===== src/rtl/dmem_pkg.sv =====
// Shared types and constants for the data-memory responder slice.
// Holds the FSM state encoding, default sizing and the address-check helper.
package dmem_pkg;

  typedef enum logic [1:0] {
    StIdle,
    StWait,
    StResp
  } state_e;

  localparam int unsigned DefaultDepth   = 64;
  localparam int unsigned DefaultLatency = 2;
  localparam logic [7:0]  ERRCOUNT_MAX   = 8'd255;

  // Misaligned or beyond the last stored word.
  function automatic logic bad_addr(logic [31:0] addr, int unsigned depth);
    return (addr[1:0] != 2'b00) || ({2'b00, addr[31:2]} >= depth);
  endfunction

endpackage


===== src/rtl/dmem_array.sv =====
// Word-organised storage: synchronous write, asynchronous read.
// No reset; contents are undefined until written.
module dmem_array #(
  parameter int unsigned Depth = 64,
  parameter int unsigned IdxW  = 6
) (
  input  logic            clk_i,
  input  logic            we_i,
  input  logic [IdxW-1:0] idx_i,
  input  logic [31:0]     wdata_i,
  output logic [31:0]     rdata_o
);

  logic [31:0] mem_q [Depth];

  always_ff @(posedge clk_i) begin
    if (we_i) begin
      mem_q[idx_i] <= wdata_i;
    end
  end

  assign rdata_o = mem_q[idx_i];

endmodule


===== src/rtl/dmem_responder.sv =====
// Target end of the load/store interface: one word access per Req/Ready handshake,
// with LATENCY wait states, error responses for bad addresses and a saturating error count.
module dmem_responder
  import dmem_pkg::*;
#(
  parameter int unsigned DEPTH   = DefaultDepth,
  parameter int unsigned LATENCY = DefaultLatency
) (
  input  logic        clk,
  input  logic        reset,
  input  logic        Req,
  input  logic        MemWrite,
  input  logic [31:0] Addr,
  input  logic [31:0] WriteData,
  output logic [31:0] ReadData,
  output logic        Ready,
  output logic        Err,
  output logic [7:0]  ErrCount
);

  localparam int unsigned IdxW = (DEPTH > 1) ? $clog2(DEPTH) : 1;
  localparam int unsigned CntW = (LATENCY > 1) ? $clog2(LATENCY) : 1;
  localparam logic [CntW-1:0] CntInit = (LATENCY > 0) ? CntW'(LATENCY - 1) : '0;

  state_e          state_q, state_d;
  logic [CntW-1:0] cnt_q, cnt_d;
  logic            we_q, we_d;
  logic [IdxW-1:0] idx_q, idx_d;
  logic [31:0]     wdata_q, wdata_d;
  logic [31:0]     rdata_q, rdata_d;
  logic            err_q, err_d;
  logic [7:0]      errcnt_q, errcnt_d;

  logic            do_access, do_err, acc_we, mem_we, bad;
  logic [IdxW-1:0] acc_idx;
  logic [31:0]     acc_wdata, mem_rdata;

  assign bad = bad_addr(Addr, DEPTH);

  always_comb begin
    state_d   = state_q;
    cnt_d     = cnt_q;
    we_d      = we_q;
    idx_d     = idx_q;
    wdata_d   = wdata_q;
    do_access = 1'b0;
    do_err    = 1'b0;
    acc_we    = we_q;
    acc_idx   = idx_q;
    acc_wdata = wdata_q;
    unique case (state_q)
      StIdle: begin
        if (Req) begin
          we_d      = MemWrite;
          idx_d     = Addr[IdxW+1:2];
          wdata_d   = WriteData;
          // Zero-latency accesses use the live inputs on the acceptance edge.
          acc_we    = MemWrite;
          acc_idx   = Addr[IdxW+1:2];
          acc_wdata = WriteData;
          if (bad) begin
            do_err  = 1'b1;
            state_d = StResp;
          end else if (LATENCY == 0) begin
            do_access = 1'b1;
            state_d   = StResp;
          end else begin
            cnt_d   = CntInit;
            state_d = StWait;
          end
        end
      end
      StWait: begin
        if (cnt_q == '0) begin
          do_access = 1'b1;
          state_d   = StResp;
        end else begin
          cnt_d = cnt_q - 1'b1;
        end
      end
      StResp:  state_d = StIdle;
      default: state_d = StIdle;
    endcase
  end

  always_comb begin
    rdata_d  = rdata_q;
    err_d    = err_q;
    errcnt_d = errcnt_q;
    if (do_err) begin
      rdata_d = '0;
      err_d   = 1'b1;
      if (errcnt_q != ERRCOUNT_MAX) begin
        errcnt_d = errcnt_q + 8'd1;
      end
    end else if (do_access) begin
      rdata_d = acc_we ? '0 : mem_rdata;
      err_d   = 1'b0;
    end
  end

  // Reset wins over a pending store on the same edge.
  assign mem_we = do_access & acc_we & ~reset;

  always_ff @(posedge clk) begin
    if (reset) begin
      state_q  <= StIdle;
      cnt_q    <= '0;
      we_q     <= 1'b0;
      idx_q    <= '0;
      wdata_q  <= '0;
      rdata_q  <= '0;
      err_q    <= 1'b0;
      errcnt_q <= '0;
    end else begin
      state_q  <= state_d;
      cnt_q    <= cnt_d;
      we_q     <= we_d;
      idx_q    <= idx_d;
      wdata_q  <= wdata_d;
      rdata_q  <= rdata_d;
      err_q    <= err_d;
      errcnt_q <= errcnt_d;
    end
  end

  dmem_array #(
    .Depth (DEPTH),
    .IdxW  (IdxW)
  ) u_array (
    .clk_i   (clk),
    .we_i    (mem_we),
    .idx_i   (acc_idx),
    .wdata_i (acc_wdata),
    .rdata_o (mem_rdata)
  );

  assign Ready    = (state_q == StResp);
  assign Err      = err_q;
  assign ReadData = rdata_q;
  assign ErrCount = errcnt_q;

endmodule

===== config.mk =====
export PLATFORM = sky130hd
export DESIGN_NAME = dmem_responder
export DESIGN_NICKNAME = d
export VERILOG_FILES = /design/src/rtl/dmem_pkg.sv /design/src/rtl/dmem_array.sv /design/src/rtl/dmem_responder.sv
export SDC_FILE = /design/constraint.sdc
export NUM_CORES = 2
export LEC_CHECK = 0
export CAP_MARGIN = 20
export CORE_UTILIZATION = 45
export CTS_BUF_LIST = sky130_fd_sc_hd__clkbuf_4
export DETAILED_ROUTE_END_ITERATION = 7
export SLEW_MARGIN = 20
export SYNTH_ARGS = -nofsm -noshare
export SYNTH_HDL_FRONTEND = slang
export SYNTH_SLANG_ARGS = --single-unit

===== constraint.sdc =====
create_clock -name clk -period 5.65 [get_ports clk]
set_input_delay 0.565 -clock clk [delete_from_list [all_inputs] [get_ports clk]]
set_output_delay 0.565 -clock clk [all_outputs]
set_load 0.005 [all_outputs]

==> qor.csv <==
stage;metric;value;unit
status;status;finished clean;
die;row_count;150;
pwr;power_density;362;mW/mm²
place;dp_hpwl;130;mm
die;die_area;0.172;mm²
timing;period_share;0.751;
critical_path;path_class;reg2reg;
clock_network;clock_latency;1.36;ns
detailed_routing;wl;230;mm
synth;ys_ff_latch;2131;
timing;rsz0062_at_grt;no;
timing;timing.final.max_slew_violations;0;
detailed_routing;drc;0;
clock_network;htree_levels;6;
place;gp_congestion;0.819;
clock_network;clock-sinks;2131;
die;die_h;414;µm
pwr;p_leak;28.5;nW
layout;final_common_cell;edfxtp_1;
timing;skew;0.126;ns
layout;synthToLayoutAreaGrowth;16.3;%
synth;syn_area;0.0765;mm²
global_route;grt_use_total;0.263;
clock_network;path_clk_slew;0.07;ns
timing;finalSetupViolCount;0;
synth;ys_seq_area_frac;0.826;
detailed_routing;vias_per_cell;6.05;
layout;fin_nets;5359;
timing;worst_pin_slew;1.11;ns
synth;synth_warnings;0;
layout;mostFrequentLayoutCells;edfxtp_1, o22ai_1, clkbuf_4;
synth;synth_nets;4736;
clock_network;cts-buffers-inserted;550;
die;core-area;0.168;mm²
synth;syn_area_per_cell;16.4;µm²
clock_network;postCtsSetupBuffers;0;
detailed_routing;ant_nets;0;
clock_network;cts-root-buf;clkbuf_4;
timing;slew_headroom;0.255;
die;io_pins;110;
detailed_routing;routedWlPerCell;29.3;µm
global_route;grt_pass1_vias;46900;
synth;yosysUniqueCellTypes;38;
global_route;grt_max_degree;83;
critical_path;required;6.96;ns
global_route;grt_pass1_wl;328;mm
timing;hold_viol;0;
critical_path;crit_arrival;5.55;ns
place;dpl_cell_area;0.0819;mm²
hold_path;hold_class;in2reg;
detailed_routing;drt_iter0_drc;5621;
die;die_x;414;µm
timing;setup_tns;0;ns
layout;drive_above_1_share;0.208;
global_route;grt.overflow.total;0;
critical_path;worstPathMaxFanout;46;
timing;fin_crit;4.25;ns
clock_network;cts_tree;built;
clock_network;clk_path_buf_depth;4;
die;start_util;0.455;
job;cap_violations;0;
timing;max_freq;0.236;GHz
critical_path;end_kind;flip-flop;
place;portBuffers;109;
pwr;p_total;32.2;mW
detailed_routing;firstDrtPassIters;5;
global_route;antenna_found_initial;6;
pwr;vdd_ir_drop_max;0.242;mV
layout;stdcell_area;0.0890;mm²
detailed_routing;num_vias;47600;
synth;netlist_instances;4667;
critical_path;start_kind;flip-flop;
## power by group
group          switching, mW  leakage, nW  internal (mW)
Clock                   5.94         4.04           6.79
Combinational           1.47         5.25          0.505
Sequential            0.0111         19.2           17.5
Total                   7.42         28.5           24.8
## cells in the mapped netlist (all sizes together)
master	count	area (µm²)
ha	1	12.5
dfxtp	83	1660
and3	1	6.26
and2	1	6.26
nor3b	7	63.8
nor2	624	2340
o21ai	4	20.0
o221a	1	11.3
a211oi	1	7.51
or4	1	7.51
nor3	38	190
and4	1	8.76
buf	146	793
nand3	6	30.0
xnor2	3	26.3
or2	1	6.26
nand4	3	18.8
clkbuf	148	559
a32o	32	320
nand2b	12	75.1
mux2	5	71.3
xor2	4	35.0
a22oi	1	7.51
edfxtp	2048	61500
nor2b	3	18.8
nor4	38	238
o22ai	1024	6410
nand2	118	443
inv	1	3.75
a21oi	297	1490
mux2i	6	60.1
nand3b	8	60.1
## worst max-delay path, cell delays in order (launching register included)
cell     delay, ns
dfxtp_1       0.37
nor3b_4       0.57
buf_4         0.40
mux2i_4       0.37
buf_12        0.33
buf_4         0.41
o22ai_1       0.16
nor2_1        0.12
a21oi_1       0.17
nor4_1        0.98
a32o_1        0.29
## state kept, by name, summed over array words and instances (netlist names)
signal         flops
we_q               1
wdata_q           32
Err                1
ReadData          32
idx_q              6
state_q            2
ErrCount           8
u_array.mem_q   2048
cnt_q              1
## cell type report
class | count | area [µm²]
Clock buffer | 817 | 6130
Fill cell | 13600 | 79000
Sequential cell | 2131 | 63200
Inverter | 1 | 3.75
Multi-Input combinational cell | 2241 | 12700
Clock inverter | 98 | 503
Tap cell | 2204 | 2760
Antenna cell | 8 | 20.0
Timing Repair Buffer | 365 | 3700
## path summary, 6_finish.rpt
kind,start,to,slack (ns),cells after the start
max,state_q[1]$_SDFFE_PP0P_,ReadData[0]$_SDFFE_PP0P_,1.40,10
min reg2reg,wdata_q[14]$_SDFF_PP0_,wdata_q[14]$_SDFF_PP0_,0.48,2
min,Addr[18],cnt_q$_SDFFE_PP0P_,0.22,6
max reg2reg,state_q[1]$_SDFFE_PP0P_,ReadData[0]$_SDFFE_PP0P_,1.40,10
## through the flow
stage | util | worst slack [ns] | hold slack [ns] | cells
floorplan | - | 1.83 | 0.443 | 4667
global placement | 0.487 | 0.594 | 0.461 | 6894
detailed placement | 0.487 | 0.624 | 0.471 | 6898
CTS | 0.529 | 1.38 | 0.0788 | 7856
global route | 0.530 | 1.28 | 0.210 | 7859
finish | 0.530 | 1.40 | 0.222 | 7865
## kinds of logic after synthesis
logic type,after synthesis,share of synthesized area
adder cells (fa/ha/maj),1,0.000164
XOR/XNOR,7,0.000801
AO/OA/AOI/OAI,1360,0.108
buffers and inverters,295,0.0177
AND/OR/NAND/NOR,862,0.0459
flip-flops,2131,0.826
multiplexers,11,0.00172
## per-layer routing
layer,part of all wire,global-route usage,vias to the layer above
li1,-,-,20400
met1,0.40,0.353,24300
met5,0.000030,0,-
met2,0.49,0.425,2478
met3,0.080,0.0433,373
met4,0.039,0.117,2
## timing repair
action                    4_1_cts  5_1_grt
gates resized for setup         0        0
hold endpoints to repair       51        0
hold buffers                   43        0
Power figures use the tool's default switching activity.
